$ cat src/rtl/turf_trigger_scheduler_pkg.sv
// rtl/turf_trigger_scheduler_pkg.sv - shared types and constants for the TURF trigger scheduler
package turf_trigger_scheduler_pkg;

    localparam int EVID_W = 32;
    localparam int DROP_W = 16;

    localparam int SRC_RF   = 0;
    localparam int SRC_SOFT = 1;
    localparam int SRC_PPS1 = 2;
    localparam int SRC_PPS2 = 3;

    typedef enum logic [1:0] {
        S_IDLE    = 2'd0,
        S_ISSUE   = 2'd1,
        S_HOLDOFF = 2'd2,
        S_FULL    = 2'd3
    } sched_state_t;

    function automatic logic [DROP_W-1:0] sat_add(input logic [DROP_W-1:0] a,
                                                 input logic [DROP_W-1:0] b);
        logic [DROP_W:0] s;
        s = {1'b0, a} + {1'b0, b};
        return s[DROP_W] ? {DROP_W{1'b1}} : s[DROP_W-1:0];
    endfunction

endpackage

$ cat src/rtl/turf_rr_arbiter.sv
// rtl/turf_rr_arbiter.sv - round-robin arbiter; pointer moves past each granted requester
module turf_rr_arbiter #(
    parameter int N = 4
) (
    input  logic         clk,
    input  logic         rst_n,
    input  logic         clr,
    input  logic [N-1:0] req,
    input  logic         advance,
    output logic [N-1:0] grant,
    output logic         any
);

    localparam int PW = (N > 1) ? $clog2(N) : 1;

    logic [PW-1:0] ptr_q;
    logic [PW-1:0] gidx;
    logic [PW-1:0] idx;

    assign any = |req;

    // Scan from the farthest offset down so the nearest requester wins.
    always_comb begin
        grant = '0;
        gidx  = '0;
        idx   = '0;
        for (int i = N - 1; i >= 0; i--) begin
            idx = PW'((int'(ptr_q) + i) % N);
            if (req[idx]) begin
                grant       = '0;
                grant[idx]  = 1'b1;
                gidx        = idx;
            end
        end
    end

    always_ff @(posedge clk or negedge rst_n) begin
        if (!rst_n) begin
            ptr_q <= '0;
        end else if (clr) begin
            ptr_q <= '0;
        end else if (advance && any) begin
            ptr_q <= (gidx == PW'(N - 1)) ? '0 : gidx + PW'(1);
        end
    end

endmodule

$ cat src/rtl/turf_trigger_scheduler.sv
// rtl/turf_trigger_scheduler.sv - arbitrates trigger sources onto the HOLD buffer ring with event IDs
module turf_trigger_scheduler
    import turf_trigger_scheduler_pkg::*;
#(
    parameter int NUM_SRC = 4,
    parameter int NUM_BUF = 4,
    parameter int CNT_W   = 20,
    parameter int EPOCH_W = 12,
    parameter int HOLDOFF = 16
) (
    input  logic                         clk_i,
    input  logic                         rst_n_i,
    input  logic [NUM_SRC-1:0]           req_i,
    input  logic [NUM_SRC-1:0]           src_en_i,
    input  logic                         disable_i,
    input  logic                         clr_evt_i,
    input  logic                         clr_all_i,
    input  logic [EPOCH_W-1:0]           epoch_i,
    input  logic                         evid_reset_i,
    output logic                         trig_o,
    output logic [$clog2(NUM_BUF)-1:0]   trig_buf_o,
    output logic [NUM_SRC-1:0]           trig_src_o,
    output logic [EVID_W-1:0]            evid_o,
    output logic [EVID_W-1:0]            next_id_o,
    output logic [NUM_BUF-1:0]           hold_o,
    output logic [$clog2(NUM_BUF):0]     occ_o,
    output logic [DROP_W-1:0]            drop_cnt_o
);

    localparam int BUF_W = $clog2(NUM_BUF);
    localparam int OCC_W = BUF_W + 1;
    localparam int HO_W  = $clog2(HOLDOFF + 1);
    localparam int ND_W  = $clog2(NUM_SRC + 1);

    sched_state_t       state_q, state_d;
    logic [NUM_SRC-1:0] pend_q, grant, req_ok, req_new, req_drop;
    logic               any_pend, issue, release_buf, is_full, ho_done;
    logic [BUF_W-1:0]   wr_ptr_q, rd_ptr_q;
    logic [NUM_BUF-1:0] hold_q, hold_d;
    logic [OCC_W-1:0]   occ_q;
    logic [CNT_W-1:0]   count_q;
    logic [HO_W-1:0]    ho_cnt_q;
    logic [ND_W-1:0]    n_drop;

    turf_rr_arbiter #(.N(NUM_SRC)) u_arb (
        .clk     (clk_i),
        .rst_n   (rst_n_i),
        .clr     (clr_all_i),
        .req     (pend_q),
        .advance (issue),
        .grant   (grant),
        .any     (any_pend)
    );

    assign issue       = (state_q == S_ISSUE);
    assign release_buf = clr_evt_i && (occ_q != '0);
    assign is_full     = (occ_q == OCC_W'(NUM_BUF));
    // HOLDOFF state lasts HOLDOFF-1 cycles; the IDLE cycle that follows completes the dead time.
    assign ho_done     = (ho_cnt_q == HO_W'((HOLDOFF > 1) ? HOLDOFF - 2 : 0));

    assign req_ok   = req_i & src_en_i;
    assign req_drop = req_ok & (pend_q | {NUM_SRC{disable_i}});
    assign req_new  = req_ok & ~pend_q & {NUM_SRC{~disable_i}};

    assign next_id_o  = {epoch_i, count_q};
    assign hold_o     = hold_q;
    assign occ_o      = occ_q;

    always_comb begin
        n_drop = '0;
        for (int i = 0; i < NUM_SRC; i++) begin
            n_drop = n_drop + ND_W'(req_drop[i]);
        end
    end

    always_comb begin
        hold_d = hold_q;
        if (release_buf) hold_d[rd_ptr_q] = 1'b0;
        if (issue)       hold_d[wr_ptr_q] = 1'b1;
    end

    always_comb begin
        state_d = state_q;
        case (state_q)
            S_IDLE:    if (any_pend && !disable_i) state_d = is_full ? S_FULL : S_ISSUE;
            S_ISSUE:   state_d = (HOLDOFF > 1) ? S_HOLDOFF : S_IDLE;
            S_HOLDOFF: if (ho_done) state_d = S_IDLE;
            S_FULL: begin
                if (disable_i)                    state_d = S_IDLE;
                else if (!is_full || release_buf) state_d = S_ISSUE;
            end
            default:   state_d = S_IDLE;
        endcase
    end

    always_ff @(posedge clk_i or negedge rst_n_i) begin
        if (!rst_n_i) begin
            state_q    <= S_IDLE;
            pend_q     <= '0;
            wr_ptr_q   <= '0;
            rd_ptr_q   <= '0;
            hold_q     <= '0;
            occ_q      <= '0;
            count_q    <= '0;
            ho_cnt_q   <= '0;
            drop_cnt_o <= '0;
            trig_o     <= 1'b0;
            trig_buf_o <= '0;
            trig_src_o <= '0;
            evid_o     <= '0;
        end else if (clr_all_i) begin
            state_q    <= S_IDLE;
            pend_q     <= '0;
            wr_ptr_q   <= '0;
            rd_ptr_q   <= '0;
            hold_q     <= '0;
            occ_q      <= '0;
            count_q    <= '0;
            ho_cnt_q   <= '0;
            drop_cnt_o <= '0;
            trig_o     <= 1'b0;
            trig_buf_o <= '0;
            trig_src_o <= '0;
            evid_o     <= '0;
        end else begin
            state_q    <= state_d;
            pend_q     <= (pend_q & ~(issue ? grant : '0)) | req_new;
            hold_q     <= hold_d;
            occ_q      <= occ_q + OCC_W'(issue) - OCC_W'(release_buf);
            ho_cnt_q   <= (state_q == S_HOLDOFF) ? ho_cnt_q + HO_W'(1) : '0;
            drop_cnt_o <= sat_add(drop_cnt_o, DROP_W'(n_drop));
            trig_o     <= issue;
            if (issue) begin
                trig_buf_o <= wr_ptr_q;
                trig_src_o <= grant;
                evid_o     <= {epoch_i, count_q};
                wr_ptr_q   <= wr_ptr_q + BUF_W'(1);
            end
            if (release_buf) rd_ptr_q <= rd_ptr_q + BUF_W'(1);
            // An ID reset wins over the increment; the event issued now keeps its old ID.
            if (evid_reset_i)  count_q <= '0;
            else if (issue)    count_q <= count_q + CNT_W'(1);
        end
    end

endmodule
$ cat config.mk
export PLATFORM = sky130hd
export DESIGN_NAME = turf_trigger_scheduler
export DESIGN_NICKNAME = d
export VERILOG_FILES = /design/src/rtl/turf_trigger_scheduler_pkg.sv /design/src/rtl/turf_rr_arbiter.sv /design/src/rtl/turf_trigger_scheduler.sv
export SDC_FILE = /design/constraint.sdc
export NUM_CORES = 1
export LEC_CHECK = 0
export ABC_AREA = 1
export BUFFER_PORTS_ARGS = -buffer_cell sky130_fd_sc_hd__buf_4
export CAP_MARGIN = 20
export CORE_ASPECT_RATIO = 0.6
export CORE_MARGIN = 3
export CORE_UTILIZATION = 30
export CTS_CLUSTER_DIAMETER = 100
export DETAILED_ROUTE_END_ITERATION = 16
export HOLD_SLACK_MARGIN = 0.06
export PLACE_DENSITY = 0.58
export SLEW_MARGIN = 20
export SYNTH_ARGS = -nofsm -noshare
export SYNTH_HDL_FRONTEND = slang
export SYNTH_HIERARCHICAL = 1
export SYNTH_SLANG_ARGS = --single-unit
$ cat constraint.sdc
create_clock -name clk_i -period 4.8 [get_ports clk_i]
set_clock_uncertainty 0.2 [all_clocks]
set_input_delay 0.96 -clock clk_i [delete_from_list [all_inputs] [get_ports clk_i]]
set_output_delay 0.96 -clock clk_i [all_outputs]
set_load 0.02 [all_outputs]
* Yosys cells after proc, flatten, opt, wreduce, memory -nomap -nowiden
Cells that the tools add are included.
Word-level totals: bits in registers 99, input port bits 26, output and inout port bits 94, logic and storage cells 144
Operators by class: add/sub/neg operators 14, order comparisons 12, equal/unequal tests 9, mux-type cells 62, bitwise operators 13, reduce and logical (&&, ||, !) cells 20
Operator list (count):
- $mux 32 | 2
- $mux 20 | 3
- $mux 4 | 11
- $mux 2 | 19
- $mux 16 | 2
- $and 4x4->4 | 6
- $add 20x1->20 const B | 1
- $lt 2x3->1 const B | 6
- $add 16x3->17 | 1
- $demux 1 s2 | 6
- $ge 2x1->1 const B | 6
- $not 4->4 | 3
- $or 4x4->4 | 3
- $mux 1 | 11
- $mux 5 | 2
- $logic_and 1x1->1 | 9
- $add 2x1->2 const B | 4
- $bmux 1 s2 | 4
- $pmux 2 s4 | 1
- $add 3x1->3 | 2
- $eq 2x2->1 const B | 3
- $ne 3x3->1 const B | 2
- $reduce_bool 2->1 | 3
- $reduce_bool 3->1 | 2
- 16 further kinds | 18

* Longest topological paths before layout
depth in word-level cells 14, depth in mapped cells 13, gate-level depth less buffers 13

* Modules after synthesis
The synthesis kept the hierarchy.
By module, submodules not included:
- turf_trigger_scheduler | instances 1, cells an instance 590, area each 5101.1 µm², sequential area each 2427.3 µm²
- turf_rr_arbiter | instances 1, cells an instance 91, area each 641.9 µm², sequential area each 50.0 µm²

* Worst setup path before layout
OpenSTA, ideal clock, no wires.
path kind input -> register, start input disable_i, end register drop_cnt_o[5], library setup time 0.077 ns, arrival 2.958 ns, required time 4.523 ns, setup slack 1.565 ns, cell stages on the path 10, buffers on the path 1, cell sequence nor2_1 nand3b_1 fa_1 fa_1 inv_1 fa_1 nand2_1 nand3b_4 buf_6 a21oi_2
Between the ends: longest elaborated chain between the ends 8
RTL lines:
- from (decl) | RTL line turf_trigger_scheduler.sv:15 | input logic disable_i,
- $or 4x4->4 (*) | RTL line turf_trigger_scheduler.sv:62 | assign req_drop = req_ok & (pend_q | {NUM_SRC{disable_i}});
- $and 4x4->4 (*) | RTL line turf_trigger_scheduler.sv:62
- $add 1x1->2 | RTL line turf_trigger_scheduler.sv:72 | n_drop = n_drop + ND_W'(req_drop[i]);
- $add 2x1->3 | RTL line turf_trigger_scheduler.sv:72
- $add 3x1->3 (*) | RTL line turf_trigger_scheduler.sv:72
- $add 16x3->17 (*) | RTL line turf_trigger_scheduler_pkg.sv:22 | s = {1'b0, a} + {1'b0, b};
- $mux 16 (*) | RTL line turf_trigger_scheduler_pkg.sv:23 | return s[DROP_W] ? {DROP_W{1'b1}} : s[DROP_W-1:0];
- $mux 16 (*) | RTL line turf_trigger_scheduler.sv:111 | end else if (clr_all_i) begin
- to (signal assigned) | RTL line turf_trigger_scheduler.sv:131 | drop_cnt_o <= sat_add(drop_cnt_o, DROP_W'(n_drop));
- to (decl) | RTL line turf_trigger_scheduler.sv:27 | output logic [DROP_W-1:0] drop_cnt_o
Mark *: on every way between the ends. The rest lies on a longest branch, timed or not. A chain may end at the register's enable or synchronous reset.

* Worst setup path after layout
start input disable_i, end register drop_cnt_o[15]
Same word-level chain as after synthesis.

==> qor.csv <==
metric;value;unit
RSZ-0062 raised after global routing;false;
cell count of the worst reg-to-reg path;11;
Max Used Layer;met4;
Post-CTS Setup Inserts;0;
status;finished, final reports clean;
Internal;1441;uW
clock-pin slew of the registers on the worst-case setup and hold paths;70;ps
mean post-synth cell area;8.433;um2
Seq cells post-synth;99;
type of element capturing the critical path;flip-flop;
minimum clock period;3315;ps
CORE AREA;0.01840;mm2
required time at the worst-slack endpoint;4880;ps
final WL;15600;um
max-slew violations;0;
arrival time worst endpoint;3400;ps
asr flop ratio synth;100.0;%
synthesized area;0.005743;mm2
total negative slack;0;ps
number of clock sinks;99;
number of library cell types mapped by synthesis;39;
crit-path max FO;14;
GPL Wtd Cong;0.7985;
switching share of power;31.84;%
WL met1;8297;um
PostCTS Resize Cnt;0;
overall power;2113;uW
die outline area;0.02089;mm2
Max IR drop VDD;0.1752;mV
Tot GR Track Use;15.16;%
top-count cell post-synth;nand2_1;
met2 WL;6013;um
period utilization;69.05;%
type of the worst setup path;input port to flip-flop;
clock latency on the worst-skew pair;340;ps
vias;4817;
root buffer cell;clkbuf_16;
ANT cells;0;
Die X;184.6;um
hold_buf cts;0;
Detail Placement HPWL;11260;um
row count;38;
first-pass GRT wire length;25250;um
MaxCap Viol Count;0;
Mapped Cells;681;
Overflow after GRT;0;
Seq/Total Area, Yosys;43.14;%
area growth from synthesis to layout;22.55;%
Die Ht;113.2;um
Static Leak;0.003320;uW
Synth top area share;43.14;%
hold path cells;1;
Post-synth top cells;nand2_1 (139), dfrtp_1 (99), nand3_1 (72), nor2_1 (65), inv_1 (61);
H-Tree Level Count;3;
sequential group share of total power;43.5;%
clock power share;35.1;%
Slew @ Worst Pin;945.6;ps
Layout fillers;1882;
DRT iter0 DRCs;345;
largest net degree at the start of global routing;55;
CP Launch Type;input port;
top cell type by total area after synthesis;dfrtp_1;
met3 WL;1203;um
fmax;0.3017;GHz
EDFF count, synth;0;
Longest Clk Path Bufs;2;
Starting Density;31.21;%
Comb power frac;21.4;%
first-pass detailed-route iteration total;5;
number of CTS-inserted buffers;9;
Synthesized Nets;733;
Hold Crit Class;flip-flop to flip-flop;
synth top area cells;dfrtp_1 (43%), nand2_1 (9.1%), nand3_1 (6.3%);
final setup violation count;0;
Power Dens Cells;300.3;mW/mm2
headroom to the max-slew limit;36.89;%
Psw;672.8;uW
Remaining DRCs;0;
io pins;120;
wire length per cell;15.19;um
Port-buffer cells;119;
Yosys warnings;6;
number of nets with antenna violations after routing;0;
Final Hold Vio Count;0;
TritonCTS clock tree;done;
vias per cell;4.690;
Final #Nets;834;
vias in the first global route;4696;
share of cells above drive strength 1;27.83;%
antenna violations before repair;0;
Top FF cell, synth;dfrtp_1;
## state kept, by name, indices dropped and copies added, names as in the netlist
name,count
hold_o,4
trig_buf_o,2
count_q,20
pend_q,4
ho_cnt_q,5
wr_ptr_q,2
drop_cnt_o,16
trig_src_o,4
rd_ptr_q,2
occ_o,3
u_arb/ptr_q,2
state_q,2
evid_o,32
trig_o,1
## layout make-up
| class | instances | area (um2) | share of cell area [%] |
|---|---|---|---|
| repair buffers | 123 | 923.4 | 13.12 |
| clock inverters | 5 | 62.56 | 0.8889 |
| multi-input cells | 475 | 2751 | 39.09 |
| flip-flops and latches | 99 | 2477 | 35.20 |
| inverters | 74 | 290.3 | 4.124 |
| well taps | 240 | 300.3 | 4.267 |
| clock buffers | 11 | 232.7 | 3.307 |
## power groups by stage
stage          sequential, uW  clock [uW]  combinational (uW)
2_1_floorplan             961           0                 281
3_3_place_gp              934           0                 458
3_5_place_dp              935           0                 458
4_1_cts                   919         770                 460
5_1_grt                   925         808                 515
6_report                  919         743                 452
## worst paths after layout
kind	from	to	slack, ps
worst max-delay path	disable_i	drop_cnt_o[15]	1490
min in group asynchronous	rst_n_i	evid_o[12]	340
max in group asynchronous	rst_n_i	trig_src_o[0]	3200
worst max register to register	pend_q[0]	drop_cnt_o[15]	1770
worst min-delay path	ho_cnt_q[0]	ho_cnt_q[0]	290
worst min register to register	ho_cnt_q[0]	ho_cnt_q[0]	290
## cell usage in the layout (no fill, tap or decap), drive strengths merged, types with 2 or more instances in the layout
master / instances
a21oi: 34
a22oi: 4
a31oi: 6
buf: 123
clkbuf: 11
clkinvlp: 2
dfrtp: 99
fa: 4
ha: 22
inv: 75
nand2: 156
nand3: 76
nand3b: 7
nand4: 10
nor2: 79
nor3: 5
o21ai: 56
o22ai: 2
xnor2: 6
xor2: 5
## per-layer routing
metal / vias up / global-route usage (%)
met5: - / 0
met4: 0 / 2.697
met2: 149 / 20.08
met3: 8 / 4.337
li1: 2406 / -
met1: 2254 / 24.21
## worst max-delay path: stages
cell,delay (ps)
buf_4,130
nor2_1,120
nand3b_1,150
fa_1,460
fa_1,420
inv_1,90
fa_1,320
nand2_1,130
nand3b_4,320
nand3_1,160
nand2_1,60
inv_1,80
## stage by stage
stage	cell area (um2)	setup WS (ps)	hold slack [ps]	util [%]	cells
final	7038	1485	287.7	38.25	1027
after global routing	7038	1248	331.5	38.25	1027
after detailed placement	6743	1126	280.0	36.64	1011
after CTS	7038	1475	290.6	38.25	1027
after floorplan	5743	1565	253.6	-	681
after global placement	6743	1145	275.4	36.64	1011
## cell families (layout without fill, tap and decap cells)
kind of cell	Yosys count	count (layout)	share of synthesized area (%)
flip-flops	99	99	43.14
adder cells (fa/ha/maj)	26	26	6.187
buffers and inverters	107	213	8.954
AO/OA/AOI/OAI	104	104	11.53
AND/OR/NAND/NOR	334	334	28.52
XOR/XNOR	11	11	1.678
Power figures use the tool's default switching activity.
